===== src/rtl/input_conditioner.sv =====
// Board input conditioner: per-channel 2-flop sync, counter debounce, button press pulses.
// Optional auto-repeat on held buttons when BTN_REPEAT_EN is defined.
module input_conditioner #(
    parameter int N_SW            = 4,
    parameter int N_BTN           = 2,
    parameter int DEBOUNCE_CYCLES = 500000,
    parameter int BTN_ACTIVE_LOW  = 1,
    parameter int REPEAT_DELAY    = 25000000,
    parameter int REPEAT_PERIOD   = 10000000
) (
    input  logic             clk,
    input  logic             reset,
    input  logic [N_SW-1:0]  sw_in,
    input  logic [N_BTN-1:0] btn_in,
    output logic [N_SW-1:0]  sw_out,
    output logic [N_BTN-1:0] btn_level,
    output logic [N_BTN-1:0] btn_pulse
);

    localparam int N_CH = N_SW + N_BTN;
    localparam int CW   = $clog2(DEBOUNCE_CYCLES + 1);
    localparam logic [CW-1:0] CNT_LAST = CW'(DEBOUNCE_CYCLES - 1);

    if (DEBOUNCE_CYCLES < 2 || REPEAT_DELAY < 1 || REPEAT_PERIOD < 1) begin : g_bad_cfg
        $error("input_conditioner: illegal timing parameters");
    end

    // Switches occupy the low channels, buttons the high ones; all are 1 = active here.
    logic [N_BTN-1:0]         btn_norm;
    logic [N_CH-1:0]          raw;
    logic [N_CH-1:0]          meta_q, sync_q;
    logic [N_CH-1:0]          stable_q, stable_d;
    logic [N_CH-1:0][CW-1:0]  cnt_q, cnt_d;
    logic [N_BTN-1:0]         btn_stable;

    assign btn_norm = (BTN_ACTIVE_LOW != 0) ? ~btn_in : btn_in;
    assign raw      = {btn_norm, sw_in};

    always_comb begin
        stable_d = stable_q;
        cnt_d    = cnt_q;
        for (int i = 0; i < N_CH; i++) begin
            if (sync_q[i] == stable_q[i]) begin
                cnt_d[i] = '0;
            end else if (cnt_q[i] == CNT_LAST) begin
                stable_d[i] = sync_q[i];
                cnt_d[i]    = '0;
            end else begin
                cnt_d[i] = cnt_q[i] + 1'b1;
            end
        end
    end

    always_ff @(posedge clk) begin
        if (reset) begin
            meta_q   <= '0;
            sync_q   <= '0;
            stable_q <= '0;
            cnt_q    <= '0;
        end else begin
            meta_q   <= raw;
            sync_q   <= meta_q;
            stable_q <= stable_d;
            cnt_q    <= cnt_d;
        end
    end

    assign btn_stable = stable_q[N_CH-1 -: N_BTN];
    assign sw_out     = stable_q[N_SW-1:0];
    assign btn_level  = btn_stable;

`ifdef BTN_REPEAT_EN
    localparam int REP_MAX = (REPEAT_DELAY > REPEAT_PERIOD) ? REPEAT_DELAY : REPEAT_PERIOD;
    localparam int RW      = $clog2(REP_MAX + 1);
    localparam logic [RW-1:0] DELAY_LAST  = RW'(REPEAT_DELAY - 1);
    localparam logic [RW-1:0] PERIOD_LAST = RW'(REPEAT_PERIOD - 1);

    typedef enum logic [1:0] {IDLE, DELAY, REPEAT} rep_state_e;

    for (genvar b = 0; b < N_BTN; b++) begin : g_rep
        rep_state_e     state_q;
        logic [RW-1:0]  rep_cnt_q;
        logic           pulse_q;

        // A release (stable low) overrides every state so no pulse escapes after it.
        always_ff @(posedge clk) begin
            if (reset || !btn_stable[b]) begin
                state_q   <= IDLE;
                rep_cnt_q <= '0;
                pulse_q   <= 1'b0;
            end else begin
                pulse_q <= 1'b0;
                case (state_q)
                    IDLE: begin
                        pulse_q   <= 1'b1;
                        rep_cnt_q <= '0;
                        state_q   <= DELAY;
                    end
                    DELAY: begin
                        if (rep_cnt_q == DELAY_LAST) begin
                            pulse_q   <= 1'b1;
                            rep_cnt_q <= '0;
                            state_q   <= REPEAT;
                        end else begin
                            rep_cnt_q <= rep_cnt_q + 1'b1;
                        end
                    end
                    REPEAT: begin
                        if (rep_cnt_q == PERIOD_LAST) begin
                            pulse_q   <= 1'b1;
                            rep_cnt_q <= '0;
                        end else begin
                            rep_cnt_q <= rep_cnt_q + 1'b1;
                        end
                    end
                    default: state_q <= IDLE;
                endcase
            end
        end

        assign btn_pulse[b] = pulse_q;
    end
`else
    logic [N_BTN-1:0] prev_q, pulse_q, pulse_d;

    always_comb pulse_d = btn_stable & ~prev_q;

    always_ff @(posedge clk) begin
        if (reset) begin
            prev_q  <= '0;
            pulse_q <= '0;
        end else begin
            prev_q  <= btn_stable;
            pulse_q <= pulse_d;
        end
    end

    assign btn_pulse = pulse_q;
`endif

endmodule

===== config.mk =====
export PLATFORM = sky130hd
export DESIGN_NAME = input_conditioner
export DESIGN_NICKNAME = d
export VERILOG_FILES = /design/src/rtl/input_conditioner.sv
export SDC_FILE = /design/constraint.sdc
export NUM_CORES = 1
export LEC_CHECK = 0
export BUFFER_PORTS_ARGS = -buffer_cell sky130_fd_sc_hd__buf_2
export CAP_MARGIN = 10
export CORE_UTILIZATION = 30
export DETAILED_ROUTE_END_ITERATION = 12
export SLEW_MARGIN = 20
export SYNTH_ARGS = -nofsm -noshare
export SYNTH_HDL_FRONTEND = slang
export SYNTH_SLANG_ARGS = --single-unit

===== constraint.sdc =====
create_clock -name clk -period 5.45 [get_ports clk]
set_input_delay 0.545 -clock clk [delete_from_list [all_inputs] [get_ports clk]]
set_output_delay 0.545 -clock clk [all_outputs]
set_load 0.02 [all_outputs]

==> results.toml, run 1 <==
[hold_path]
hold_end = "meta_q[4]"
hp-start = "btn_in[0]"
hp-class = "in2reg"
hold_depth = 2

[setup_path]
cp-end-kind = "flip-flop"
slowest_stage = "or4_4"
critPathKind = "reg2reg"
path_delay_family = "simple AND/OR/NAND/NOR gates"
cp.required_ns = 5.74
crit_chain = "or4b_1 > or4_4 > o21ai_4 > nor2_1"
cp-startpoint = "cnt_q[65]"
reg2reg_depth = 4
critPathArrivalTime_ns = 2.37
critical-path-max-stage-delay_ns = 0.54
cp_max_fo = 18
timing.rr.end = "cnt_q[65]"
timing.rr.start = "cnt_q[65]"
rrSetupSlack_ns = 3.37
start_kind = "flip-flop"
critPathBufInv = 0

[cells_and_area]
fin_util_pct = 35.86
layout.cells.most_common = "dfxtp_1"
layout_common_cells = "dfxtp_1, nor2_1, xnor2_1"
area_growth_pct = 15.74
fillers = 1913
regArea_um2 = 2723
multiInputGateArea_um2 = 3005
fin_area_um2 = 6798
nNetsFinal = 701
fin_cells = 960
final_layout_size_suffix_gt1_share_pct = 7.857
diodes = 0

[place]
dp_hpwl_um = 7072
place_ws_ns = 3.283
dp.cells = 928
gp_congestion = 0.7859
port_buffers = 15
placed_cell_area_um2 = 6230

[cts]
htree_levels = 4
cts_buffer_depth = 2
clk_latency_ns = 0.43
cts_tree = "yes"
clock_sinks = 136
postCtsSetupBuffers = 0
cts_made_buffers = 17
clk_pin_slew_worst_paths_ns = 0.06
ctsHoldBuffers = 0
cts_resized = 0
root_buffer = "clkbuf_16"

[timing]
worst_hold_slack_ns = 0.2665
relSlewSlack_pct = 52.51
worst_pin_slew_ns = 0.7123
tns_ns = 0
timing.final.crit_period_ns = 2.083
rsz0062_at_grt = "false"
maxSlewViolCount = 0
setup_slack_ns = 3.367
fin_crit_sh_pct = 38.21
setup_viol = 0
max_freq_mhz = 480.2
finalClockSkew_ns = 0.008766
hold_viol_final = 0

[logic_synthesis]
syn_area_per_cell_um2 = 8.819
synth_xor_area_share_pct = 13.87
yosys.area_share.simple_pct = 30.85
syn_area_um2 = 5873
synth.yosys.seq_area_share_pct = 46.36
synth-seq-cells = 136
synth_nets = 680
synth_edf_count = 0
synth_fa_ha_area_share_pct = 1.278
ys_types = 42
synth_flop_cell = "dfxtp_1"
synthMuxAreaShare_pct = 0.3409
synth_top_family_by_area = "simple AND/OR/NAND/NOR gates"
yosysWarnings = 0
async_reset_ff_share_pct = 0
synth-compound-area-share_pct = 4.708
postSynthCellCount = 666

[routing]
drt_pass1_iterations = 6
drt_iter0_drc = 237
routed_wl_um = 10600
ant_nets = 0
vias = 4442
via_per_inst = 4.627
route.detailed.drc = 0
wl_per_cell_um = 11.04

[run_status]
status = "complete, no violations"

[global_routing]
grt_overflow_total = 0
antenna_found_initial = 0
grt_pass1_vias = 3987
grt_start_max_net_pins = 35
grt_usage_pct = 11.62
grt_pass1_wl_um = 18580

[die]
initial_utilization_pct = 30.98
die_h_um = 141.9
io_pins = 16
core_um2 = 18960
die_x_um = 141.9
rows = 50
dieArea_um2 = 20140

[power]
total_power_mw = 2.122
ir_drop_mv = 0.2241
power_density_nw_per_um2 = 312.1
p_leak_nw = 2.003

[flow_run]
cap_violations = 0
==> worst register-to-register path, delay by kind of cell, from the launching register on <==
| family | cells | cell delay (ns) |
|---|---|---|
| flops | 1 | 0.41 |
| simple gates | 3 | 1.10 |
| compound gates | 1 | 0.44 |
==> layout make-up <==
class	count	share of cell area, %
multi-input combinational	492	44.21
sequential	136	40.05
clock buffer	20	6.424
tap	260	4.786
clock inverter	12	1.877
timing repair buffer	18	1.436
inverter	22	1.215
==> power breakdown <==
group	switching [mW]	internal, mW
combinational	0.0137	0.00769
clock	0.426	0.671
sequential	0.00335	1.00
total	0.443	1.68
==> metal layers <==
metal,GRT usage [%],share of wire [%]
met5,0,0
met4,4.924,1.7
met3,4.354,3.8
met2,16.72,41
met1,15.47,53
==> flip-flops by register name (all words and copies together) (netlist names) <==
signal,flops
sync_q,6
btn_pulse,2
cnt_q,114
stable_q,6
prev_q,2
meta_q,6
==> how the worst max path moves through the flow <==
stage | to | cells after the start | slack [ns]
after global placement | cnt_q[81] | 5 | 3.13
after global routing | cnt_q[79] | 5 | 3.15
final | cnt_q[65] | 4 | 3.37
after detailed placement | cnt_q[14] | 4 | 3.28
after floorplan | cnt_q[84] | 7 | 3.52
after CTS | cnt_q[14] | 4 | 3.30
==> kinds of logic (layout without fill, tap and decap cells) <==
| group | count (synthesis) | after routing |
|---|---|---|
| simple gates | 346 | 346 |
| flops | 136 | 136 |
| xor+xnor | 93 | 93 |
| compound gates | 45 | 45 |
| buf+inv | 38 | 72 |
| fa+ha+maj | 6 | 6 |
| mux | 2 | 2 |
==> cells in the mapped netlist, types with 2 or more instances <==
| library cell | count | area share [%] |
|---|---|---|
| nand3b_1 | 2 | 0.26 |
| nor2b_1 | 17 | 1.8 |
| o21ai_0 | 13 | 1.1 |
| o41ai_1 | 4 | 0.60 |
| or2_2 | 2 | 0.21 |
| mux2i_1 | 2 | 0.34 |
| nand2b_1 | 4 | 0.43 |
| ha_1 | 6 | 1.3 |
| or4_4 | 2 | 0.38 |
| nor2_1 | 117 | 7.5 |
| nand2_1 | 27 | 1.7 |
| xnor2_1 | 61 | 9.1 |
| and3_1 | 8 | 0.85 |
| nor4bb_1 | 3 | 0.51 |
| or4_1 | 6 | 0.77 |
| and4_1 | 9 | 1.3 |
| nor3_1 | 22 | 1.9 |
| xor2_1 | 32 | 4.8 |
| a211oi_1 | 2 | 0.26 |
| a21oi_1 | 15 | 1.3 |
| nor4_1 | 28 | 3.0 |
| and2_1 | 4 | 0.43 |
| nor3b_1 | 3 | 0.38 |
| o21ai_1 | 3 | 0.26 |
| clkbuf_1 | 13 | 0.83 |
| nand3_1 | 39 | 3.3 |
| dfxtp_1 | 136 | 46 |
| inv_1 | 22 | 1.4 |
| o21bai_1 | 2 | 0.26 |
| o31ai_1 | 3 | 0.38 |
| nor4b_1 | 6 | 0.89 |
| nand4_1 | 39 | 4.2 |
| or3_1 | 5 | 0.53 |
Note: power is estimated with default switching activity, not from simulation.
==> inputs of run 2 (changes only) <==
==> constraint.sdc (replaced) <==
create_clock -name clk -period 1.9 [get_ports clk]
set_input_delay 0.19 -clock clk [delete_from_list [all_inputs] [get_ports clk]]
set_output_delay 0.19 -clock clk [all_outputs]
set_load 0.02 [all_outputs]
==> results.toml, run 2 (same netlist as run 1, synthesis figures left out) <==
[power]
sw_frac_of_total_pct = 19.90
total_power_mw = 5.910
p_leak_nw = 2.172
seq_power_share_pct = 48.7
internal_power_mw = 4.734
power_density_nw_per_um2 = 831.8
combPwrFrac_pct = 1.4
ir_drop_mv = 0.6362
clockPowerShare_pct = 49.9
p_sw_mw = 1.176

[routing]
route.detailed.drc = 0
ant_nets = 0
dr_wl_met2_um = 5040
dr_wl_met3_um = 287
drt_iter0_drc = 260
wl_per_cell_um = 11.38
drt_pass1_iterations = 5
vias = 4640
top_layer = "met4"
routed_wl_um = 11350
via_per_inst = 4.654
met1_length_um = 5880

[timing]
fin_crit_sh_pct = 96.96
relSlewSlack_pct = 68.65
worst_pin_slew_ns = 0.4667
rsz0062_at_grt = "false"
setup_viol = 0
hold_viol_final = 0
worst_hold_slack_ns = 0.04575
maxSlewViolCount = 0
finalClockSkew_ns = 0.006049
setup_slack_ns = 0.05784
timing.final.crit_period_ns = 1.842
max_freq_mhz = 542.8
tns_ns = 0

[setup_path]
crit_chain = "or4b_1 > or4_4 > o21ai_4 > buf_12 > nor2_1"
timing.rr.start = "cnt_q[67]"
timing.rr.end = "cnt_q[69]"
critical_path_depth = 5
reg2reg_depth = 5
path_delay_family = "simple AND/OR/NAND/NOR gates"
cp-end-kind = "flip-flop"
cp.required_ns = 2.20
start_kind = "flip-flop"
cp_max_fo = 18
critPathKind = "reg2reg"
cp-endpoint = "cnt_q[69]"
cp-startpoint = "cnt_q[67]"
slowest_stage = "or4_4"
critPathBufInv = 1
critPathArrivalTime_ns = 2.14
critical-path-max-stage-delay_ns = 0.54
rrSetupSlack_ns = 0.06

[global_routing]
antenna_found_initial = 0
grt_usage_pct = 12.13
grt_pass1_wl_um = 19710
grt_start_max_net_pins = 21
grt_pass1_vias = 4302
grt_overflow_total = 0

[cts]
cts_buffer_depth = 2
clk_pin_slew_worst_paths_ns = 0.06
cts_tree = "yes"
clock_sinks = 136
postCtsSetupBuffers = 0
clk_latency_ns = 0.41
root_buffer = "clkbuf_16"
htree_levels = 4
cts_made_buffers = 17

[cells_and_area]
diodes = 0
layout_common_cells = "dfxtp_1, nor2_1, xnor2_1"
largest_reg_flops = 114
regMostFlops = "cnt_q"
layout.cells.most_common = "dfxtp_1"
fillers = 1940
area_growth_pct = 20.98
final_layout_size_suffix_gt1_share_pct = 11.67
nNetsFinal = 740
fin_util_pct = 37.49

[place]
gp_congestion = 0.7925
port_buffers = 15
dp_hpwl_um = 7619
place_ws_ns = 0.05751

[hold_path]
hp-class = "in2reg"
hp-start = "sw_in[1]"

[die]
rows = 50
dieArea_um2 = 20140
io_pins = 16
die_x_um = 141.9
core_um2 = 18960
die_h_um = 141.9
initial_utilization_pct = 30.98

[run_status]
status = "complete, no violations"

[flow_run]
cap_violations = 0
-- run 2: cell types whose count changed in the layout (fill, tap and decap cells not counted), moves of 2 or more --
cell	change
buf_12	+2
clkbuf_8	+5
clkinv_2	-4
clkbuf_1	+3
buf_4	+32
ha_1	-2
dlygate4sd3_1	+5
clkinv_4	-3
bufinv_16	-2
-- run 2: power groups by stage --
stage | sequential [mW] | clock, mW | combinational (mW)
6_report | 2.88 | 2.95 | 0.0823
5_1_grt | 2.88 | 3.15 | 0.0924
4_1_cts | 2.88 | 3.05 | 0.0837
3_5_place_dp | 2.94 | 0 | 0.0757
3_3_place_gp | 2.94 | 0 | 0.0753
2_1_floorplan | 2.94 | 0 | 0.0438
-- run 2: stage by stage --
step	std cells	area (um2)
6_report	997	7106
5_1_grt	997	7106
4_1_cts	997	7089
3_5_place_dp	962	6510
3_3_place_gp	962	6510
2_1_floorplan	666	5877
-- run 2: cell type report --
| class | instances | area, um2 | area share (%) |
|---|---|---|---|
| Clock buffer | 28 | 516.7 | 7.272 |
| Timing Repair Buffer | 57 | 427.9 | 6.022 |
| Multi-Input combinational cell | 492 | 3017 | 42.45 |
| Sequential cell | 136 | 2724 | 38.33 |
| Inverter | 22 | 82.58 | 1.162 |
| Tap cell | 260 | 325.3 | 4.578 |
| Clock inverter | 2 | 12.51 | 0.1761 |
-- run 2: worst min-delay path by stage --
| stage | to | cells after the start | slack [ns] |
|---|---|---|---|
| detailed placement | meta_q[5] | 2 | 0.35 |
| finish | meta_q[1] | 2 | 0.05 |
| global route | meta_q[1] | 2 | 0.05 |
| floorplan | meta_q[4] | 1 | 0.26 |
| global placement | meta_q[4] | 2 | 0.35 |
| CTS | meta_q[1] | 2 | 0.04 |
-- run 2: routing by layer --
layer / vias up / track usage, %
met5: - / 0
met1: 2118 / 16.41
li1: 2467 / -
met4: 0 / 6.225
met2: 45 / 17.94
met3: 10 / 2.801
-- run 2: repair_timing --
item	in CTS	in global routing
setup endpoints to repair	0	2
hold buffers	5	0
endpoints found under the hold margin	5	0
resized for setup	0	4
